<file path="src/rtl/text_writer_if.sv">
// Byte stream into the text writer: character plus attribute
// with a valid/ready handshake.
interface text_writer_if;
  logic       in_valid;
  logic       in_ready;
  logic [7:0] in_char;
  logic [7:0] in_attr;

  modport master (
    output in_valid,
    output in_char,
    output in_attr,
    input  in_ready
  );

  modport slave (
    input  in_valid,
    input  in_char,
    input  in_attr,
    output in_ready
  );
endinterface

</file>
<file path="src/rtl/text_writer.sv">
// Write-side engine for the 80x25 text RAM: prints bytes, handles
// CR/LF/BS/FF, scrolls on overflow and drives the display cursor.
module text_writer #(
  parameter int         COLS  = 80,
  parameter int         ROWS  = 25,
  parameter logic [7:0] BLANK = 8'h20
) (
  input  logic          clock,
  input  logic          reset,
  text_writer_if.slave  in_if,
  output logic [11:0]   mem_address,
  output logic [7:0]    mem_wdata,
  output logic          mem_we,
  input  logic [7:0]    mem_rdata,
  output logic [10:0]   cursor
);

  localparam int         CELLS     = COLS * ROWS;
  localparam logic [10:0] LAST_CELL = 11'(CELLS - 1);
  localparam logic [10:0] LAST_ROW  = 11'(CELLS - COLS);
  localparam logic [10:0] COLS_C    = 11'(COLS);
  localparam logic [6:0]  LAST_COL  = 7'(COLS - 1);
  localparam logic [11:0] ROW_BYTES = 12'(2 * COLS);
  localparam logic [11:0] LAST_BYTE = 12'(2 * CELLS - 1);

  localparam logic [7:0] CH_CR = 8'h0D;
  localparam logic [7:0] CH_LF = 8'h0A;
  localparam logic [7:0] CH_BS = 8'h08;
  localparam logic [7:0] CH_FF = 8'h0C;

  typedef enum logic [3:0] {
    IDLE,
    PUT_C,
    PUT_A,
    SCR_RD,
    SCR_WR,
    FILL_C,
    FILL_A,
    CLS_C,
    CLS_A
  } state_t;

  state_t      state_q, state_d;
  logic [10:0] cursor_q, cursor_d;
  logic [6:0]  col_q, col_d;
  logic [10:0] cell_q, cell_d;
  logic [11:0] src_q, src_d;
  logic [7:0]  char_q, char_d;
  logic [7:0]  attr_q, attr_d;

  logic ready;
  logic accept;
  logic is_cr, is_lf, is_bs, is_ff;

  assign ready          = (state_q == IDLE);
  assign in_if.in_ready = ready;
  assign accept         = in_if.in_valid && ready;
  assign cursor         = cursor_q;

  assign is_cr = (in_if.in_char == CH_CR);
  assign is_lf = (in_if.in_char == CH_LF);
  assign is_bs = (in_if.in_char == CH_BS);
  assign is_ff = (in_if.in_char == CH_FF);

  // Next-state, cursor bookkeeping and RAM port decode.
  always_comb begin
    state_d     = state_q;
    cursor_d    = cursor_q;
    col_d       = col_q;
    cell_d      = cell_q;
    src_d       = src_q;
    char_d      = char_q;
    attr_d      = attr_q;
    mem_we      = 1'b0;
    mem_address = 12'd0;
    mem_wdata   = 8'd0;

    unique case (state_q)
      IDLE: begin
        if (accept) begin
          char_d = in_if.in_char;
          attr_d = in_if.in_attr;
          unique case (1'b1)
            is_cr: begin
              cursor_d = cursor_q - {4'd0, col_q};
              col_d    = 7'd0;
            end
            is_lf: begin
              col_d = 7'd0;
              if (cursor_q >= LAST_ROW) begin
                cursor_d = LAST_ROW;
                src_d    = ROW_BYTES;
                state_d  = SCR_RD;
              end else begin
                cursor_d = cursor_q - {4'd0, col_q} + COLS_C;
              end
            end
            is_bs: begin
              if (col_q != 7'd0) begin
                cursor_d = cursor_q - 11'd1;
                col_d    = col_q - 7'd1;
              end
            end
            is_ff: begin
              cursor_d = 11'd0;
              col_d    = 7'd0;
              cell_d   = 11'd0;
              state_d  = CLS_C;
            end
            default: state_d = PUT_C;
          endcase
        end
      end
      PUT_C: begin
        mem_we      = 1'b1;
        mem_address = {cursor_q, 1'b0};
        mem_wdata   = char_q;
        state_d     = PUT_A;
      end
      PUT_A: begin
        mem_we      = 1'b1;
        mem_address = {cursor_q, 1'b1};
        mem_wdata   = attr_q;
        if (cursor_q == LAST_CELL) begin
          cursor_d = LAST_ROW;
          col_d    = 7'd0;
          src_d    = ROW_BYTES;
          state_d  = SCR_RD;
        end else begin
          cursor_d = cursor_q + 11'd1;
          col_d    = (col_q == LAST_COL) ? 7'd0 : col_q + 7'd1;
          state_d  = IDLE;
        end
      end
      SCR_RD: begin
        mem_address = src_q;
        state_d     = SCR_WR;
      end
      SCR_WR: begin
        mem_we      = 1'b1;
        mem_address = src_q - ROW_BYTES;
        mem_wdata   = mem_rdata;
        if (src_q == LAST_BYTE) begin
          cell_d  = LAST_ROW;
          state_d = FILL_C;
        end else begin
          src_d   = src_q + 12'd1;
          state_d = SCR_RD;
        end
      end
      FILL_C: begin
        mem_we      = 1'b1;
        mem_address = {cell_q, 1'b0};
        mem_wdata   = BLANK;
        state_d     = FILL_A;
      end
      FILL_A: begin
        mem_we      = 1'b1;
        mem_address = {cell_q, 1'b1};
        mem_wdata   = attr_q;
        if (cell_q == LAST_CELL) begin
          state_d = IDLE;
        end else begin
          cell_d  = cell_q + 11'd1;
          state_d = FILL_C;
        end
      end
      CLS_C: begin
        mem_we      = 1'b1;
        mem_address = {cell_q, 1'b0};
        mem_wdata   = BLANK;
        state_d     = CLS_A;
      end
      CLS_A: begin
        mem_we      = 1'b1;
        mem_address = {cell_q, 1'b1};
        mem_wdata   = attr_q;
        if (cell_q == LAST_CELL) begin
          state_d = IDLE;
        end else begin
          cell_d  = cell_q + 11'd1;
          state_d = CLS_C;
        end
      end
      default: state_d = IDLE;
    endcase
  end

  // State and datapath registers; reset abandons any pass in flight.
  always_ff @(posedge clock) begin
    if (reset) begin
      state_q  <= IDLE;
      cursor_q <= 11'd0;
      col_q    <= 7'd0;
      cell_q   <= 11'd0;
      src_q    <= 12'd0;
      char_q   <= 8'd0;
      attr_q   <= 8'd0;
    end else begin
      state_q  <= state_d;
      cursor_q <= cursor_d;
      col_q    <= col_d;
      cell_q   <= cell_d;
      src_q    <= src_d;
      char_q   <= char_d;
      attr_q   <= attr_d;
    end
  end

endmodule

</file>
<file path="src/flat_wrapper.sv">
// flat-port wrapper written by rule: the top's interface ports become plain ports
module text_writer_flat 
#(
  parameter int         COLS  = 80,
  parameter int         ROWS  = 25,
  parameter logic [7:0] BLANK = 8'h20
)
  (clock, reset, mem_address, mem_wdata, mem_we, mem_rdata, cursor, in_if_in_valid, in_if_in_char, in_if_in_attr, in_if_in_ready);
  text_writer_if in_if_i ();
  input  logic clock;
  input  logic reset;
  output logic [11:0] mem_address;
  output logic [7:0] mem_wdata;
  output logic mem_we;
  input  logic [7:0] mem_rdata;
  output logic [10:0] cursor;
  input wire logic [$bits(in_if_i.in_valid)-1:0] in_if_in_valid;
  input wire logic [$bits(in_if_i.in_char)-1:0] in_if_in_char;
  input wire logic [$bits(in_if_i.in_attr)-1:0] in_if_in_attr;
  output wire logic [$bits(in_if_i.in_ready)-1:0] in_if_in_ready;
  assign in_if_i.in_valid = in_if_in_valid;
  assign in_if_i.in_char = in_if_in_char;
  assign in_if_i.in_attr = in_if_in_attr;
  assign in_if_in_ready = in_if_i.in_ready;
  text_writer #(.COLS(COLS), .ROWS(ROWS), .BLANK(BLANK)) u_core (.clock(clock), .reset(reset), .in_if(in_if_i), .mem_address(mem_address), .mem_wdata(mem_wdata), .mem_we(mem_we), .mem_rdata(mem_rdata), .cursor(cursor));
endmodule
</file>
<file path="config.mk">
export PLATFORM = sky130hd
export DESIGN_NAME = text_writer_flat
export DESIGN_NICKNAME = d
export VERILOG_FILES = /design/src/rtl/text_writer_if.sv /design/src/rtl/text_writer.sv /design/src/flat_wrapper.sv
export SDC_FILE = /design/constraint.sdc
export NUM_CORES = 1
export LEC_CHECK = 0
export BUFFER_PORTS_ARGS = -buffer_cell sky130_fd_sc_hd__buf_2
export CAP_MARGIN = 10
export CORE_ASPECT_RATIO = 0.5
export CORE_MARGIN = 10
export CORE_UTILIZATION = 40
export DETAILED_ROUTE_END_ITERATION = 8
export PLACE_DENSITY = 0.65
export SLEW_MARGIN = 15
export SYNTH_ARGS = -nofsm -noshare
export SYNTH_HDL_FRONTEND = slang
export SYNTH_SLANG_ARGS = --single-unit
</file>
<file path="constraint.sdc">
create_clock -name clock -period 2.55 [get_ports clock]
set_input_delay 0.1275 -clock clock [delete_from_list [all_inputs] [get_ports clock]]
set_output_delay 0.1275 -clock clock [all_outputs]
set_load 0.01 [all_outputs]
</file>
# Yosys cells after proc, flatten, opt, wreduce, memory -nomap -nowiden

Cells that the tools add are included.

Output and inout port bits: 33
Logic and storage cells: 98
Bits in registers: 61

Muxes and demuxes: 34
$lt $le $gt $ge: 1
Equal/unequal tests: 29
Add/subtract/negate cells: 9
Reductions and logical operators: 18

Operators with widths:

| kind                    | number |
|---|---|
| $mux W11                | 8 |
| $pmux W12 S6            | 1 |
| $mux W12                | 5 |
| $pmux W11 S4            | 1 |
| $pmux W12 S3            | 1 |
| $pmux W4 S9             | 1 |
| $pmux W11 S3            | 1 |
| $eq A8 B4 Y1 const B    | 4 |
| $pmux W8 S4             | 1 |
| $mux W7                 | 4 |
| $pmux W7 S2             | 2 |
| $add A11 B1 Y11 const B | 2 |
| $eq A11 B11 Y1 const B  | 2 |
| $pmux W11 S2            | 1 |
| $eq A4 B3 Y1 const B    | 4 |
| $ne A2 B2 Y1 const B    | 7 |
| $add A12 B1 Y12 const B | 1 |
| $eq A12 B12 Y1 const B  | 1 |
| $pmux W4 S3             | 1 |
| $sub A12 B8 Y12 const B | 1 |
| $add A11 B7 Y11 const B | 1 |
| $ge A11 B11 Y1 const B  | 1 |
| $sub A11 B1 Y11 const B | 1 |
| $sub A11 B7 Y11         | 1 |
| 26 further kinds        | 38 |

# Logic depth before layout (Yosys ltp)

Word-level depth: 6
Mapped depth: 12
Mapped depth without buffers: 11

# Worst setup path after synthesis

OpenSTA, ideal clock, no wires.

Path kind: register to register
Start: register u_core.col_q[3]
End: register u_core.cursor_q[10], in the netlist u_core.cursor[10]
Cell stages (with the launch flop): 11
Buffers on the path: 1
Clock period less this slack: 2.713 ns
Library setup time: 0.134 ns
Data arrival time: 2.579 ns
Path slack: -0.163 ns
Cells stage by stage: dfxtp_1 clkbuf_1 inv_1 ha_1 o21a_1 o31a_1 o311ai_0 a21oi_1 a221oi_1 nand4bb_1 o211ai_1

Cells in the longest elaborated chain, start to end: 6
Elaborated cells between the ends (all ways): 9

RTL lines:

| what                     | line                                 | source |
|---|---|---|
| start: declaration       | text_writer.sv:45                    | `logic [6:0] col_q, col_d;` |
| start signal: assignment | text_writer.sv:202                   | `col_q <= col_d;` |
| $sub A11 B7 Y11          | text_writer.sv:85, text_writer.sv:95 |  |
| $add A11 B7 Y11          | text_writer.sv:95                    | `cursor_d = cursor_q - {4'd0, col_q} + COLS_C;` |
| $mux W11                 | text_writer.sv:90                    | `if (cursor_q >= LAST_ROW) begin` |
| $pmux W11 S4             | text_writer.sv:83                    | `unique case (1'b1)` |
| $mux W11                 | text_writer.sv:80                    | `if (accept) begin` |
| $pmux W11 S2             | text_writer.sv:78                    | `unique case (state_q)` |
| end signal: assignment   | text_writer.sv:201                   | `cursor_q <= cursor_d;` |
| end: declaration         | text_writer.sv:44                    | `logic [10:0] cursor_q, cursor_d;` |

Parallel ways exist; a longest one is shown, timed or not. The select of a mux whose other input is x is not followed.
A chain may end at the register's enable or synchronous reset.

# Final worst setup path

Start: register u_core.cursor_q[0], in the netlist u_core.cursor[0]
End: register u_core.cursor_q[10], in the netlist u_core.cursor[10]

Cells in the longest elaborated chain, start to end: 6
Elaborated cells between the ends (all ways): 12

RTL lines:

| what             | line |
|---|---|
| $sub A11 B7 Y11  | text_writer.sv:85, text_writer.sv:95 |
| $add A11 B7 Y11  | text_writer.sv:95 |
| $mux W11         | text_writer.sv:90 |
| $pmux W11 S4     | text_writer.sv:83 |
| $mux W11         | text_writer.sv:80 |
| $pmux W11 S2 (*) | text_writer.sv:78 |

Every way passes the cells marked *; elsewhere a longest branch is shown, timed or not. The select of a mux whose other input is x is not followed.

==> results.json <==
{
  "peakVddDrop_uv": 350.8,
  "via_count": 5440,
  "synthMuxAreaShare_pct": 1.076,
  "viasPerCell": 5.862,
  "clk_path_buf_depth": 2,
  "synth-xor-area-share_pct": 6.279,
  "min_period_over_period_pct": 99.18,
  "postCtsHoldBufs": 0,
  "fillCellCount": 1171,
  "rsz0062_at_grt": "true",
  "path_class": "register to register",
  "syn_inst": 670,
  "hold_end": "u_core.attr_q[2]",
  "grt_pass1_wl_um": 26000,
  "n_antenna_cell": 0,
  "required_ns": 2.76,
  "clk_latency_ns": 0.34,
  "setup.worst_path.start_class": "register",
  "synthArstFlopShare_pct": 0,
  "cts_tree": "done",
  "status": "finished, final reports clean",
  "avgRoutedWirePerCell_um": 17.59,
  "hold_class": "input port to register",
  "skew_ns": 0.006052,
  "r2r_slack_ns": 0.02,
  "placed_cells": 910,
  "drive_gt1_share_pct": 23.85,
  "grt_overflow_total": 0,
  "timing.hold.ws_ns": 0.03406,
  "clk_pin_slew_ns": 0.06,
  "grt_max_degree": 31,
  "cts_buffers": 9,
  "leakagePower_nw": 2.511,
  "die_h_um": 98.12,
  "synth-seq-cells": 61,
  "maxCapViolations": 0,
  "nets": 803,
  "tns_ns": 0,
  "stdcell_count": 928,
  "clock_sinks": 61,
  "antenna_left": 0,
  "dpl.hpwl_um": 12100,
  "wirelength_um": 16330,
  "synth_ff_type": "dfxtp_1",
  "slew_headroom_pct": 50.67,
  "start_util_pct": 41.11,
  "die_w_um": 176.2,
  "end_kind": "register",
  "yosysSeqAreaShare_pct": 25.01,
  "synth-simple-area-share_pct": 28.60,
  "r2r_start": "u_core.cursor[0]",
  "antenna_found_initial": 0,
  "setup_viol_count_final": 0,
  "drtIter0Drc": 537,
  "syn_nets": 715,
  "tightest_slew_ns": 0.7350,
  "power_w": 0.003636,
  "layout_min_cycle_time_ns": 2.529,
  "cts-root-buf": "clkbuf_16",
  "ioPinCount": 60,
  "synth_compound_area_share_pct": 28.27,
  "core_um2": 11880,
  "slew_viol_final": 0,
  "drc_errors": 0,
  "min_from": "in_if_in_attr[2]",
  "fmax_mhz": 395.4,
  "track_usage_pct": 18.14,
  "syn_avg_cell_area_um2": 7.287,
  "gp_congestion": 0.9899,
  "powerDensity_nw_per_um2": 590.8,
  "min_path_cells": 3,
  "rows": 28,
  "die_area_um2": 17290,
  "synth_area_um2": 4882,
  "synth_warnings": 0,
  "ff2ff_path_depth": 10,
  "hold_viol": 0,
  "synth_top_family_by_area": "simple AND/OR/NAND/NOR gates",
  "numPortBuffers": 59,
  "pre_cts_ws_ns": -0.04942,
  "synth_edf_count": 0,
  "drt-pass1-iter-count": 6,
  "synth.distinct_cells": 73,
  "arrival_ns": 2.74,
  "path_max_fanout": 5,
  "cts_max_level": 3,
  "setup_slack_ns": 0.02081,
  "synth_fa_ha_area_share_pct": 4.767,
  "r2r_end": "u_core.cursor[10]",
  "area_delta_synth_final_pct": 26.06,
  "first_global_vias": 4923
}
registers in the layout, indices dropped and copies added, names as in the netlist:
signal and flops:
u_core.src_q 12, u_core.cell_q 11, u_core.cursor 11, u_core.attr_q 8, u_core.char_q 8, u_core.col_q 7, u_core.state_q 4
cell type report:
type                    count  area, um2  share of cell area [%]
inverters                  29      108.9                   1.769
clock inverters             6      111.4                   1.809
clock buffers              10      229.0                   3.720
multi-input cells         534       3498                   56.84
repair buffers            123      775.7                   12.60
flip-flops and latches     61       1225                   19.90
well taps                 165      206.4                   3.354
worst max path at each step:
| stage | from | endpoint | depth (start not counted) | slack [ns] |
|---|---|---|---|---|
| 2_1_floorplan | u_core.col_q[3] | u_core.cursor[9] | 10 | 0.03 |
| 3_3_place_gp | u_core.cursor[0] | u_core.cursor[9] | 10 | 0.02 |
| 3_5_place_dp | u_core.cursor[0] | u_core.cursor[9] | 10 | -0.05 |
| 4_1_cts | u_core.col_q[3] | u_core.cursor[8] | 12 | 0.02 |
| 5_1_grt | u_core.cursor[0] | u_core.cursor[9] | 10 | -0.1 |
| 6_report | u_core.cursor[0] | u_core.cursor[10] | 10 | 0.02 |
per-stage QoR:
step / area [um2] / util, %
2_1_floorplan: 4912 / -
3_3_place_gp: 5694 / 47.95
3_5_place_dp: 5694 / 47.95
4_1_cts: 6072 / 51.13
5_1_grt: 6155 / 51.82
6_report: 6155 / 51.82
layer usage:
layer / vias to the layer above / global-route usage [%] / part of all wire (%)
li1: 2657 / - / -
met2: 215 / 28.18 / 44
met1: 2541 / 24.94 / 47
met3: 27 / 3.613 / 8.0
met4: 0 / 4.793 / 1.5
met5: - / 0 / 0
timing repair:
| action | CTS | global route |
|---|---|---|
| setup endpoints to repair | 3 | 16 |
| pin swaps | 3 | 0 |
| resized for setup | 4 | 19 |
| endpoints found under the hold margin | 0 | 0 |
| buffers inserted | 2 | 0 |
where the power goes:
part | internal [W] | switching [W]
clock | 0.000955 | 0.000471
combinational | 0.000517 | 0.000663
sequential | 0.000999 | 0.0000318
cells by family after synthesis:
| kind of cell | count (synthesis) |
|---|---|
| mux | 5 |
| simple gates | 274 |
| flops | 61 |
| compound gates | 202 |
| xor+xnor | 35 |
| fa+ha+maj | 18 |
| buf+inv | 75 |
critical path: stages (launching register included):
cell and delay, ns:
dfxtp_2 0.32, inv_2 0.07, ha_4 0.14, fa_2 0.19, nor2b_1 0.06, o31a_1 0.28
o311a_1 0.35, or4_4 0.47, a221oi_2 0.27, nand4bb_1 0.16, o211ai_1 0.09
cells in the mapped netlist (4+ instances only):
cell / instances / area (um2)
a32oi_1: 5 / 43.79
nor3b_1: 4 / 30.03
or2_2: 7 / 43.79
o21a_1: 5 / 37.54
o22ai_1: 6 / 37.54
a211oi_1: 11 / 82.58
nor2_1: 65 / 244.0
nand3_1: 17 / 85.08
nand4_1: 12 / 75.07
xor2_1: 19 / 166.4
o21ai_0: 31 / 155.2
a22oi_1: 5 / 37.54
a21o_1: 6 / 45.04
dfxtp_1: 61 / 1221
nor4_1: 9 / 56.30
a21oi_1: 62 / 310.3
a222oi_1: 15 / 150.1
and4_1: 4 / 35.03
a31oi_1: 7 / 43.79
xnor2_1: 16 / 140.1
and2_1: 5 / 31.28
o311ai_0: 5 / 43.79
nor3_1: 26 / 130.1
nand2_1: 75 / 281.5
and3_1: 7 / 43.79
nor2b_1: 7 / 43.79
or3_1: 9 / 56.30
o211ai_1: 6 / 45.04
nand2b_1: 9 / 56.30
inv_1: 29 / 108.9
a221oi_1: 4 / 35.03
clkbuf_1: 40 / 150.1
ha_1: 17 / 212.7
cells in the final DEF (no fill, tap or decap), types with 5 or more instances in the layout:
cell type | Yosys | final
inv_1 | 29 | 28
or3_1 | 9 | 9
or2_2 | 7 | 7
nor3_1 | 26 | 26
a31oi_1 | 7 | 6
a211oi_1 | 11 | 9
o22ai_1 | 6 | 6
a222oi_1 | 15 | 15
o211ai_1 | 6 | 6
buf_4 | 0 | 64
nand2_1 | 75 | 74
nand3_1 | 17 | 17
nor4_1 | 9 | 9
and3_1 | 7 | 7
nor2_1 | 65 | 65
xnor2_1 | 16 | 15
a21o_1 | 6 | 6
nand4_1 | 12 | 12
a21oi_1 | 62 | 59
and2_1 | 5 | 6
o21ai_0 | 31 | 29
a22oi_1 | 5 | 5
nor2b_1 | 7 | 7
dfxtp_1 | 61 | 58
clkbuf_16 | 0 | 9
xor2_1 | 19 | 19
ha_1 | 17 | 13
nand2b_1 | 9 | 9
buf_2 | 3 | 59
o21a_1 | 5 | 5
Power figures use the tool's default switching activity.
